`config.mk`:
```
export PLATFORM = sky130hd
export DESIGN_NAME = beam_steer_scheduler
export DESIGN_NICKNAME = d
export VERILOG_FILES = /design/src/rtl/beam_steer_scheduler.sv
export SDC_FILE = /design/constraint.sdc
export NUM_CORES = 1
export LEC_CHECK = 0
export CAP_MARGIN = 30
export CORE_ASPECT_RATIO = 1.25
export CORE_MARGIN = 3
export CORE_UTILIZATION = 30
export DETAILED_ROUTE_END_ITERATION = 16
export PLACE_DENSITY = 0.44
export RECOVER_POWER = 100
export REMOVE_ABC_BUFFERS = 1
export SYNTH_ARGS = -nofsm -noshare
export SYNTH_HDL_FRONTEND = slang
export SYNTH_SLANG_ARGS = --single-unit
export TNS_END_PERCENT = 30
```
`constraint.sdc`:
```
create_clock -name clk -period 3.4 [get_ports clk]
set_clock_uncertainty 0.15 [all_clocks]
set_input_delay 0.68 -clock clk [delete_from_list [all_inputs] [get_ports clk]]
set_output_delay 0.68 -clock clk [all_outputs]
set_load 0.02 [all_outputs]
```
`src/rtl/beam_steer_scheduler.sv`:
```
// Per-beam steering-delay controller: holds a delay table, loads one beam onto the
// channel delay lines, waits for them to flush, then gates output valid for a dwell.
module beam_steer_scheduler #(
  parameter int NUM_CH    = 4,
  parameter int NUM_BEAMS = 8,
  parameter int MAX_DELAY = 30,
  parameter int DW        = 5,
  parameter int BW        = 3,
  parameter int CW        = 2,
  parameter int DWELL     = 256
) (
  input  logic                 clk,
  input  logic                 rst,
  input  logic                 enable,
  input  logic                 scan_mode,
  input  logic [BW-1:0]        fixed_beam,
  input  logic                 sample_tick,
  input  logic                 cfg_we,
  input  logic [BW-1:0]        cfg_beam,
  input  logic [CW-1:0]        cfg_ch,
  input  logic [DW-1:0]        cfg_delay,
  output logic [NUM_CH*DW-1:0] ch_delay,
  output logic                 delay_load,
  output logic [BW-1:0]        cur_beam,
  output logic                 out_valid,
  output logic                 beam_done,
  output logic                 busy
);

  typedef enum logic [1:0] {
    S_IDLE,
    S_LOAD,
    S_SETTLE,
    S_DWELL
  } state_t;

  // One counter serves both the settle and the dwell phase.
  localparam int              LP_CMAX       = (MAX_DELAY > DWELL - 1) ? MAX_DELAY : DWELL - 1;
  localparam int              TW            = $clog2(LP_CMAX + 1);
  localparam logic [BW-1:0]   LP_LAST_BEAM  = BW'(NUM_BEAMS - 1);
  localparam logic [TW-1:0]   LP_SETTLE_END = TW'(MAX_DELAY);
  localparam logic [TW-1:0]   LP_DWELL_END  = TW'(DWELL - 1);
  localparam logic [DW-1:0]   LP_DELAY_MAX  = DW'(MAX_DELAY);

  logic [NUM_CH-1:0][DW-1:0] r_table [NUM_BEAMS];

  state_t                    r_state;
  logic [TW-1:0]             r_cnt;
  logic [BW-1:0]             r_target;
  logic [BW-1:0]             r_cur_beam;
  logic [NUM_CH-1:0][DW-1:0] r_ch_delay;
  logic                      r_delay_load;
  logic                      r_beam_done;
  logic                      r_dirty;

  logic                      w_wr_ok;
  logic [DW-1:0]             w_wr_data;
  logic [BW-1:0]             w_fixed;
  logic [BW-1:0]             w_next_beam;
  logic                      w_dirty;
  logic                      w_hit_target;

  assign w_wr_ok      = cfg_we && (int'(cfg_beam) < NUM_BEAMS) && (int'(cfg_ch) < NUM_CH);
  assign w_wr_data    = (int'(cfg_delay) > MAX_DELAY) ? LP_DELAY_MAX : cfg_delay;
  assign w_fixed      = (int'(fixed_beam) >= NUM_BEAMS) ? LP_LAST_BEAM : fixed_beam;
  assign w_next_beam  = (r_cur_beam == LP_LAST_BEAM) ? '0 : r_cur_beam + 1'b1;
  // A write landing on the live beam in the same cycle as the dwell end still forces a reload.
  assign w_dirty      = r_dirty | (w_wr_ok && (cfg_beam == r_cur_beam));
  assign w_hit_target = w_wr_ok && (cfg_beam == r_target);

  // NOTE: the table is a plain register array, so clearing it on reset is cheap and
  // guarantees a freshly reset array steers every channel with zero delay.
  always_ff @(posedge clk or negedge rst) begin
    if (!rst) begin
      for (int b = 0; b < NUM_BEAMS; b++) begin
        r_table[b] <= '0;
      end
    end else if (w_wr_ok) begin
      r_table[cfg_beam][cfg_ch] <= w_wr_data;
    end
  end

  // NOTE: all state here uses non-blocking assignments so every branch reads the
  // pre-edge values; the pulse outputs default low and are raised only where needed.
  always_ff @(posedge clk or negedge rst) begin
    if (!rst) begin
      r_state      <= S_IDLE;
      r_cnt        <= '0;
      r_target     <= '0;
      r_cur_beam   <= '0;
      r_ch_delay   <= '0;
      r_delay_load <= 1'b0;
      r_beam_done  <= 1'b0;
      r_dirty      <= 1'b0;
    end else begin
      r_delay_load <= 1'b0;
      r_beam_done  <= 1'b0;
      r_dirty      <= w_dirty;

      if (!enable) begin
        r_state <= S_IDLE;
        r_cnt   <= '0;
      end else begin
        unique case (r_state)
          S_IDLE: begin
            r_target <= scan_mode ? '0 : w_fixed;
            r_cnt    <= '0;
            r_state  <= S_LOAD;
          end

          S_LOAD: begin
            r_ch_delay   <= r_table[r_target];
            r_cur_beam   <= r_target;
            r_delay_load <= 1'b1;
            r_dirty      <= w_hit_target;
            r_cnt        <= '0;
            r_state      <= S_SETTLE;
          end

          S_SETTLE: begin
            if (sample_tick) begin
              if (r_cnt == LP_SETTLE_END) begin
                r_cnt   <= '0;
                r_state <= S_DWELL;
              end else begin
                r_cnt <= r_cnt + 1'b1;
              end
            end
          end

          S_DWELL: begin
            if (sample_tick) begin
              if (r_cnt == LP_DWELL_END) begin
                r_beam_done <= 1'b1;
                r_cnt       <= '0;
                if (scan_mode) begin
                  r_target <= w_next_beam;
                  r_state  <= S_LOAD;
                end else if ((w_fixed != r_cur_beam) || w_dirty) begin
                  r_target <= w_fixed;
                  r_state  <= S_LOAD;
                end
              end else begin
                r_cnt <= r_cnt + 1'b1;
              end
            end
          end

          default: r_state <= S_IDLE;
        endcase
      end
    end
  end

  assign ch_delay   = r_ch_delay;
  assign delay_load = r_delay_load;
  assign cur_beam   = r_cur_beam;
  assign beam_done  = r_beam_done;
  assign out_valid  = (r_state == S_DWELL);
  assign busy       = (r_state != S_IDLE);

endmodule

```
==> impl_metrics.yaml, run 1 <==
sta:
  max_slew_margin_pct: -29.98
  tightest_slew_ns: 1.950
  setup_ws_ns: 0.6225
  fin_crit_ns: 2.777
  max_freq_ghz: 0.3600
  slew_violations: 71
  fin_tns_setup_ns: 0
  period_share_pct: 81.69
  hold_viol_final: 0
  rsz0062_at_grt: "false"
  finalSetupViolations: 0
  timing.hold.ws_ns: 0.3325
setup_path:
  ff2ff_setup_slack_ns: 0.74
  cpMaxStageDelayCell: "and2_0"
  cp.arrival_ns: 2.98
  worstPathCellList: "clkdlybuf4s50_1 > and2_0 > buf_4 > nor2_1 > a21oi_1"
  crit_required_ns: 3.60
  path_delay_family: "simple AND/OR/NAND/NOR gates"
  cp-start-kind: "input port"
  cp_slowest_stage_delay_ns: 1.11
  worstPathMaxFanout: 26
  cp.buffers_inverters: 2
  path_class: "in2reg"
  cp-end-kind: "register"
layout:
  post-route-util_pct: 36.04
  stdcell_count: 1134
  register_area_um2: 4982
  multiInputGateArea_um2: 3946
  nNetsFinal: 754
  nFillCells: 2888
  syn2layout_area_growth_pct: 16.94
  num_antenna_cells: 0
  design_area_um2: 10700
  drive_above_1_share_pct: 32.38
synth:
  synth_edf_count: 0
  synth_top_cell_by_area: "dfrtp_1"
  synth-warning-count: 0
  ys_async_sr_fraction_pct: 100.0
  synthSimpleGateAreaFrac_pct: 6.892
  synth_fa_ha_area_share_pct: 1.231
  synth_top_family_by_area: "multiplexers"
  ys_top_cells_by_area: "dfrtp_1, mux2_2, mux4_2, mux2i_1, nand2_1"
  synth_xor_area_share_pct: 0.9572
  synthFlopType: "dfrtp_1"
  ys_ff_latch: 199
  syn_area_per_cell_um2: 13.70
  synth_top_area_share_pct: 54.42
  ys_seq_area_share_pct: 54.42
  syn-cell-area_um2: 9150
  ys_types: 44
  synth_compound_area_share_pct: 3.883
  postSynthCellCount: 668
  synth_mux_area_share_pct: 30.49
floorplanning:
  dieHeight_um: 201.3
  start_util_pct: 30.82
  core-area_um2: 29690
  rows: 70
  die_w_um: 162.2
  dieArea_um2: 32640
  ios: 46
clocking:
  post-cts-setup-buffer-count: 0
  cts_buffers: 17
  ctsResizeCount: 0
  clockBufferDepth: 2
  hold_buffers: 0
  cts_sinks: 199
  clk_pin_slew_ns: 0.07
  ctsHtreeMaxLevel: 4
  cts_tree: "built"
  clock_latency_ns: 0.43
  cts_root_buffer: "clkbuf_16"
detailed_routing:
  drc: 0
  via_count: 5548
  drt-pass1-iter-count: 4
  ant_nets: 0
  drt_wl_total_mm: 22.57
  initialDrtViolationCount: 417
  wl_per_cell_um: 19.90
  vias_per_cell: 4.892
status:
  status: "finished with violations"
  violations: "max-capacitance violations, max-slew violations"
grt:
  antenna_found_initial: 0
  grt_max_degree: 73
  grt-ovfl-total: 0
  grt_pass1_vias: 6028
  grt_usage_pct: 14.52
  grt_pass1_wl_mm: 36.26
power:
  leakagePower_nw: 4.548
  power_per_cell_area_nw_per_um2: 722.0
  power_mw: 7.725
  vdd_drop_max_mv: 0.3424
place:
  postPlaceCellArea_um2: 10230
  dp_hpwl_mm: 15.18
  dp.cells: 1102
  pre_cts_ws_ns: 0.5470
  portBuffers: 45
  gp_congestion: 0.7854
job:
  max-cap-violations: 1
hold_path:
  hp-class: "reg2reg"
cell type report:
class | instances | area share, %
Sequential cell | 199 | 46.56
Clock buffer | 23 | 4.654
Timing Repair Buffer | 78 | 6.291
Clock inverter | 8 | 0.6665
Multi-Input combinational cell | 421 | 36.88
Inverter | 9 | 0.3157
Tap cell | 396 | 4.630
flip-flops by register name, indices dropped and copies added, names as in the netlist:
register and count:
r_dirty 1, r_table 160, delay_load 1, beam_done 1
r_cnt 8, r_target 3, cur_beam 3, r_state 2
ch_delay 20
routing by layer:
layer	up-vias	wire (µm)	global-route usage, %
li1	2527	-	-
met1	2943	10010	19.03
met2	71	11820	24.77
met3	7	581	2.718
met4	0	161	3.657
met5	-	0	0
where the power goes:
group	total (mW)	switching, mW	internal, mW
clock	1.97	0.873	1.10
sequential	3.31	0.396	2.92
combinational	2.44	1.16	1.28
total	7.73	2.43	5.30
cell families (layout without fill, tap and decap cells):
family | Yosys count | count (layout)
flops | 199 | 199
xor+xnor | 10 | 10
simple gates | 128 | 128
mux | 210 | 210
fa+ha+maj | 9 | 9
buf+inv | 48 | 118
compound gates | 64 | 64
cell usage in the layout, fill, tap and decap left out, types with 4 or more instances in the layout:
cell and count:
a21oi_1 25, a31oi_1 4, buf_12 4, buf_4 8, clkbuf_1 20, clkbuf_16 17, clkbuf_8 5, clkdlybuf4s50_1 15
clkinv_2 5, dfrtp_1 197, dlygate4sd3_1 29, ha_1 9, inv_1 9, mux2_2 147, mux2i_1 20, mux4_2 40
nand2_1 44, nand3_1 10, nor2_1 45, nor3b_1 4, o21ai_0 26, xnor2_1 7
Yosys cell counts (3+ instances only):
master and number:
a21oi_1 25, a31oi_1 4, buf_2 11, clkbuf_1 26, dfrtp_1 199, ha_1 9
inv_1 9, mux2_1 3, mux2_2 147, mux2i_1 20, mux4_2 40, nand2_1 44
nand3_1 10, nand3b_1 3, nand4_1 3, nor2_1 41, nor2_4 4, nor3_1 3
nor3b_1 4, o21ai_0 26, xnor2_1 7, xor2_1 3
path summary, 6_finish.rpt:
check / cells after the start / end / start
max in group asynchronous: 2 / r_table[40]$_DFFE_PN0P_ / rst
min: 2 / r_table[140]$_DFFE_PN0P_ / r_table[140]$_DFFE_PN0P_
min in group asynchronous: 1 / delay_load$_DFF_PN0_ / rst
max: 5 / ch_delay[2]$_DFFE_PN0P_ / enable
min reg2reg: 2 / r_table[140]$_DFFE_PN0P_ / r_table[140]$_DFFE_PN0P_
max reg2reg: 6 / ch_delay[2]$_DFFE_PN0P_ / r_state[1]$_DFFE_PN0P_
tightest hold or removal path, cell delays in order, from the launching register on:
cell and delay [ns]:
dfrtp_1 0.34, nand2_1 0.05, o21ai_0 0.06
Power figures use the tool's default switching activity.
==> run 2: changes to the inputs <==
Clock period 3.4 ns to 2.7 ns, I/O delays scaled along.
==> run 2 against run 1 <==
Net effect: global-route usage decreased by 0.29 points; clock power increased by 30%; hold slack worse by 0.0041 ns; the flow now finishes without violations; non-clock buffer count is 13 higher; routed wire length is 1.4% lower.
==> impl_metrics.yaml, run 2 (synthesis gave the netlist of run 1 again) <==
status:
  status: "finished, final reports clean"
layout:
  post-route-util_pct: 36.28
  drive_above_1_share_pct: 32.98
  largest_reg_flops: 160
  nFillCells: 2875
  num_antenna_cells: 0
  syn2layout_area_growth_pct: 17.72
  final_common_cell: "dfrtp_1"
  nNetsFinal: 767
  mostFrequentLayoutCells: "dfrtp_1, mux2_2, nor2_1"
  top_register: "r_table"
  design_area_um2: 10770
floorplanning:
  dieHeight_um: 201.3
  rows: 70
  ios: 46
  dieArea_um2: 32640
  start_util_pct: 30.82
  core-area_um2: 29690
  die_w_um: 162.2
grt:
  grt-ovfl-total: 0
  grt_pass1_vias: 6130
  grt_usage_pct: 14.22
  antenna_found_initial: 2
  grt_max_degree: 54
  grt_pass1_wl_mm: 35.70
detailed_routing:
  drt-pass1-iter-count: 4
  wl_per_cell_um: 19.38
  vias_per_cell: 4.787
  drc: 0
  initialDrtViolationCount: 316
  drt_wl_total_mm: 22.25
  ant_nets: 0
  via_count: 5496
setup_path:
  cp-end-kind: "output port"
  cp-startpoint: "r_state[0]$_DFFE_PN0P_"
  reg2reg_from: "r_state[0]$_DFFE_PN0P_"
  cp_common_cell: "inv_1"
  cp.arrival_ns: 1.85
  worstPathMaxFanout: 5
  worstPathCellList: "inv_1 > ha_1 > inv_1 > clkdlybuf4s50_1"
  cpMaxStageDelayCell: "clkdlybuf4s50_1"
  crit_required_ns: 2.01
  path_class: "reg2out"
  cp_slowest_stage_delay_ns: 0.59
  cp-start-kind: "register"
place:
  portBuffers: 45
  gp_congestion: 0.7906
  dp_hpwl_mm: 15.08
  postPlaceCellArea_um2: 10340
clocking:
  cts_buffers: 17
  clk_pin_slew_ns: 0.07
  post-cts-setup-buffer-count: 0
  cts_root_buffer: "clkbuf_16"
  ctsHtreeMaxLevel: 4
  clockBufferDepth: 2
  cts_tree: "built"
  cts_sinks: 199
  clock_latency_ns: 0.43
sta:
  timing.hold.ws_ns: 0.3284
  rsz0062_at_grt: "false"
  finalSetupViolations: 0
  max_slew_margin_pct: 1.421
  fin_crit_ns: 2.542
  fin_tns_setup_ns: 0
  tightest_slew_ns: 1.479
  slew_violations: 0
  period_share_pct: 94.14
  hold_viol_final: 0
  max_freq_ghz: 0.3934
hold_path:
  min_from: "r_table[105]$_DFFE_PN0P_"
  hp-class: "reg2reg"
power:
  p_int_mw: 6.690
  leakagePower_nw: 4.565
  comb_power_share_pct: 32.3
  switching_share_pct: 31.55
  clkPwrFrac_pct: 26.2
  vdd_drop_max_mv: 0.4423
  p_switching_mw: 3.084
  power_per_cell_area_nw_per_um2: 907.3
  seq_power_share_pct: 41.5
job:
  max-cap-violations: 0
-- run 2: changes by cell type in the layout (fill, tap and decap cells not counted), sizes merged --
| cell | change |
|---|---|
| buf | +6 |
| clkinvlp | +5 |
| clkbuf | +4 |
| clkinv | -4 |
| bufinv | +1 |
| clkdlybuf4s50 | +1 |
| inv | +1 |
-- run 2: worst paths after layout --
check,endpoint,slack (ns),cells after the start
max in group asynchronous,r_table[97]$_DFFE_PN0P_,0.36,3
max reg2reg,r_target[0]$_DFFE_PN0P_,0.29,5
max,busy,0.16,4
min reg2reg,r_table[105]$_DFFE_PN0P_,0.33,2
min in group asynchronous,ch_delay[18]$_DFFE_PN0P_,0.86,2
min,r_table[105]$_DFFE_PN0P_,0.33,2
-- run 2: layer usage --
layer	global-route usage (%)	routed length, µm
met4	3.779	258
met2	24.76	11380
met1	18.05	10010
met5	0	31
met3	2.801	569
-- run 2: power groups by stage --
stage               combinational (mW)  sequential, mW  clock [mW]
CTS                               3.35            4.07        2.65
global route                      3.45            4.14        2.77
global placement                  3.29            4.08           0
detailed placement                3.34            4.13           0
floorplan                         1.71            4.47           0
finish                            3.16            4.05        2.56
-- run 2: metrics by stage --
stage,cells,setup WS [ns],total power [mW]
2_1_floorplan,629,-0.1958,6.172
3_3_place_gp,1115,0.1089,7.369
3_5_place_dp,1115,0.08040,7.470
4_1_cts,1148,0.08016,10.07
5_1_grt,1148,0.02650,10.36
6_report,1148,0.1581,9.773
-- run 2: final cells by class --
class,count,area [µm²],area share (%)
Clock buffer,21,460.4,4.275
Clock inverter,11,123.9,1.150
Inverter,9,33.78,0.3136
Multi-Input combinational cell,421,3944,36.61
Sequential cell,199,4982,46.25
Tap cell,396,495.5,4.600
Timing Repair Buffer,91,732.0,6.795
-- run 2: timing repair --
action / CTS / global route
hold buffers: 1 / 0
resized for setup: 0 / 1
hold endpoints to repair: 48 / 0
endpoints found under the setup margin: 0 / 1
-- run 2: critical path: cells and delay by family, from the launching register on --
kind       cells  cell delay, ns
buf+inv        3            0.76
fa+ha+maj      1            0.23
flops          1            0.43
==> run 3: changes to the inputs <==
Settings changed: CORE_MARGIN 3 to 2, PLACE_DENSITY 0.44 to 0.43.
==> run 3 against run 2 <==
Net effect: routed wire length shrank 0.35%; register-to-register slack improved by 0.07 ns; first-iteration DRC count grew 0.95%; power is 0.56% higher; critical path depth shrank 1; largest cell class unchanged.
==> impl_metrics.yaml, run 3 (synthesis gave the netlist of run 1 again) <==
sta:
  setup_ws_ns: 0.1188
  finalSetupViolations: 0
  max_slew_margin_pct: 22.75
  hold_viol_final: 0
  period_share_pct: 95.60
  max_freq_ghz: 0.3874
  rsz0062_at_grt: "false"
  tightest_slew_ns: 1.159
  slew_violations: 0
  fin_crit_ns: 2.581
  fin_tns_setup_ns: 0
place:
  dp_hpwl_mm: 15.32
  pre_cts_ws_ns: -0.1442
  portBuffers: 45
  gp_congestion: 0.7563
clocking:
  clk_pin_slew_ns: 0.08
  ctsHtreeMaxLevel: 4
  cts_root_buffer: "clkbuf_16"
  cts_buffers: 17
  cts_tree: "built"
  clock_latency_ns: 0.44
  cts_sinks: 199
  clockBufferDepth: 2
  post-cts-setup-buffer-count: 0
setup_path:
  worstPathCellList: "ha_2 > buf_4 > clkdlybuf4s50_1"
  ff2ff_setup_slack_ns: 0.36
  cp.arrival_ns: 1.89
  worstPathMaxFanout: 6
  cp-start-kind: "register"
  reg2reg_to: "r_state[0]$_DFFE_PN0P_"
  cp_slowest_stage_delay_ns: 0.60
  path_class: "reg2out"
  worstSetupPathDepth: 3
  cp-startpoint: "r_state[0]$_DFFE_PN0P_"
  cp-end-kind: "output port"
  cp.buffers_inverters: 2
  path_delay_family: "buffers and inverters"
  worstSetupEndpoint: "out_valid"
  reg2reg_from: "r_state[0]$_DFFE_PN0P_"
  r2r_cells: 6
  crit_required_ns: 2.01
  cpMaxStageDelayCell: "clkdlybuf4s50_1"
layout:
  top_register: "r_table"
  syn2layout_area_growth_pct: 17.89
  largest_reg_flops: 160
  drive_above_1_share_pct: 33.38
  final_common_cell: "dfrtp_1"
  nNetsFinal: 767
  mostFrequentLayoutCells: "dfrtp_1, mux2_2, nor2_1"
  nFillCells: 2964
power:
  power_per_cell_area_nw_per_um2: 911.1
  power_mw: 9.828
  vdd_drop_max_mv: 0.4201
  leakagePower_nw: 4.586
grt:
  antenna_found_initial: 1
  grt-ovfl-total: 0
  grt_usage_pct: 14.75
  grt_pass1_wl_mm: 35.40
  grt_max_degree: 63
  grt_pass1_vias: 6087
detailed_routing:
  via_count: 5553
  ant_nets: 0
  drc: 0
  drt-pass1-iter-count: 4
  vias_per_cell: 4.812
  drt_wl_total_mm: 22.17
  wl_per_cell_um: 19.21
  initialDrtViolationCount: 319
status:
  status: "finished, final reports clean"
floorplanning:
  dieArea_um2: 31920
  die_w_um: 160.2
  rows: 71
  dieHeight_um: 199.3
  start_util_pct: 30.47
  ios: 46
  core-area_um2: 30030
job:
  max-cap-violations: 0
hold_path:
  min_path_cells: 2
  hp-class: "reg2reg"
==> run 3: cell types whose count changed in the layout (fill, tap and decap cells not counted) <==
| cell | previous run | this run |
|---|---|---|
| clkbuf_1 | 25 | 21 |
| inv_6 | 1 | 5 |
| clkinvlp_4 | 6 | 3 |
| buf_4 | 15 | 17 |
| buf_6 | 2 | 0 |
| clkinv_2 | 2 | 4 |
| a21boi_0 | 0 | 1 |
| a21boi_1 | 1 | 0 |
| and2_0 | 1 | 2 |
| and2_2 | 1 | 0 |
| clkbuf_4 | 0 | 1 |
| diode_2 | 0 | 1 |
==> run 3: layout make-up <==
type	count	area [µm²]	area share, %
Timing Repair Buffer	91	738.2	6.844
Tap cell	401	501.7	4.651
Antenna cell	1	2.502	0.02320
Clock inverter	14	146.4	1.357
Clock buffer	18	439.2	4.071
Inverter	9	33.78	0.3132
Multi-Input combinational cell	421	3943	36.55
Sequential cell	199	4982	46.19
==> run 3: how the worst min path moves through the flow <==
stage                                   startpoint                       end  slack [ns]
after global routing      r_table[135]$_DFFE_PN0P_  r_table[135]$_DFFE_PN0P_        0.36
after CTS                 r_table[100]$_DFFE_PN0P_  r_table[100]$_DFFE_PN0P_        0.33
after global placement    r_table[105]$_DFFE_PN0P_  r_table[105]$_DFFE_PN0P_        0.31
after detailed placement  r_table[100]$_DFFE_PN0P_  r_table[100]$_DFFE_PN0P_        0.32
after floorplan                                rst       beam_done$_DFF_PN0_        0.09
final                     r_table[100]$_DFFE_PN0P_  r_table[100]$_DFFE_PN0P_        0.33
==> run 3: repair_timing <==
action,in CTS,in global routing
hold buffers,1,0
hold endpoints to repair,59,0
resized for setup,0,1
endpoints found under the setup margin,0,1
==> run 3: layer usage <==
layer  GRT usage [%]  vias to the layer above  wire [µm]
met1           18.16                     2910       9761
li1                -                     2565          -
met2           26.29                       61      11560
met4           4.304                        2        240
met5               0                        -         15
met3           2.927                       15        589
==> run 3: worst register-to-register path, cell delays in order (launching register included) <==
cell and delay [ns]:
dfrtp_1 0.43, ha_2 0.27, or3b_1 0.36, nor4_1 0.32, a21boi_0 0.26, nor4b_1 0.21, a211o_1 0.24
==> run 3: through the flow <==
stage	util [%]	hold WS (ns)	std cells	area [µm²]
2_1_floorplan	-	0.09441	629	8990
4_1_cts	36.45	0.3349	1153	10950
3_3_place_gp	34.47	0.3105	1120	10350
6_report	35.92	0.3306	1154	10790
5_1_grt	35.92	0.3567	1153	10780
3_5_place_dp	34.47	0.3173	1120	10350
==> run 3: power breakdown <==
group	switching [mW]	internal [mW]	total [mW]
Sequential	0.481	3.67	4.15
Combinational	1.47	1.64	3.11
Clock	1.16	1.40	2.56
Total	3.12	6.71	9.83
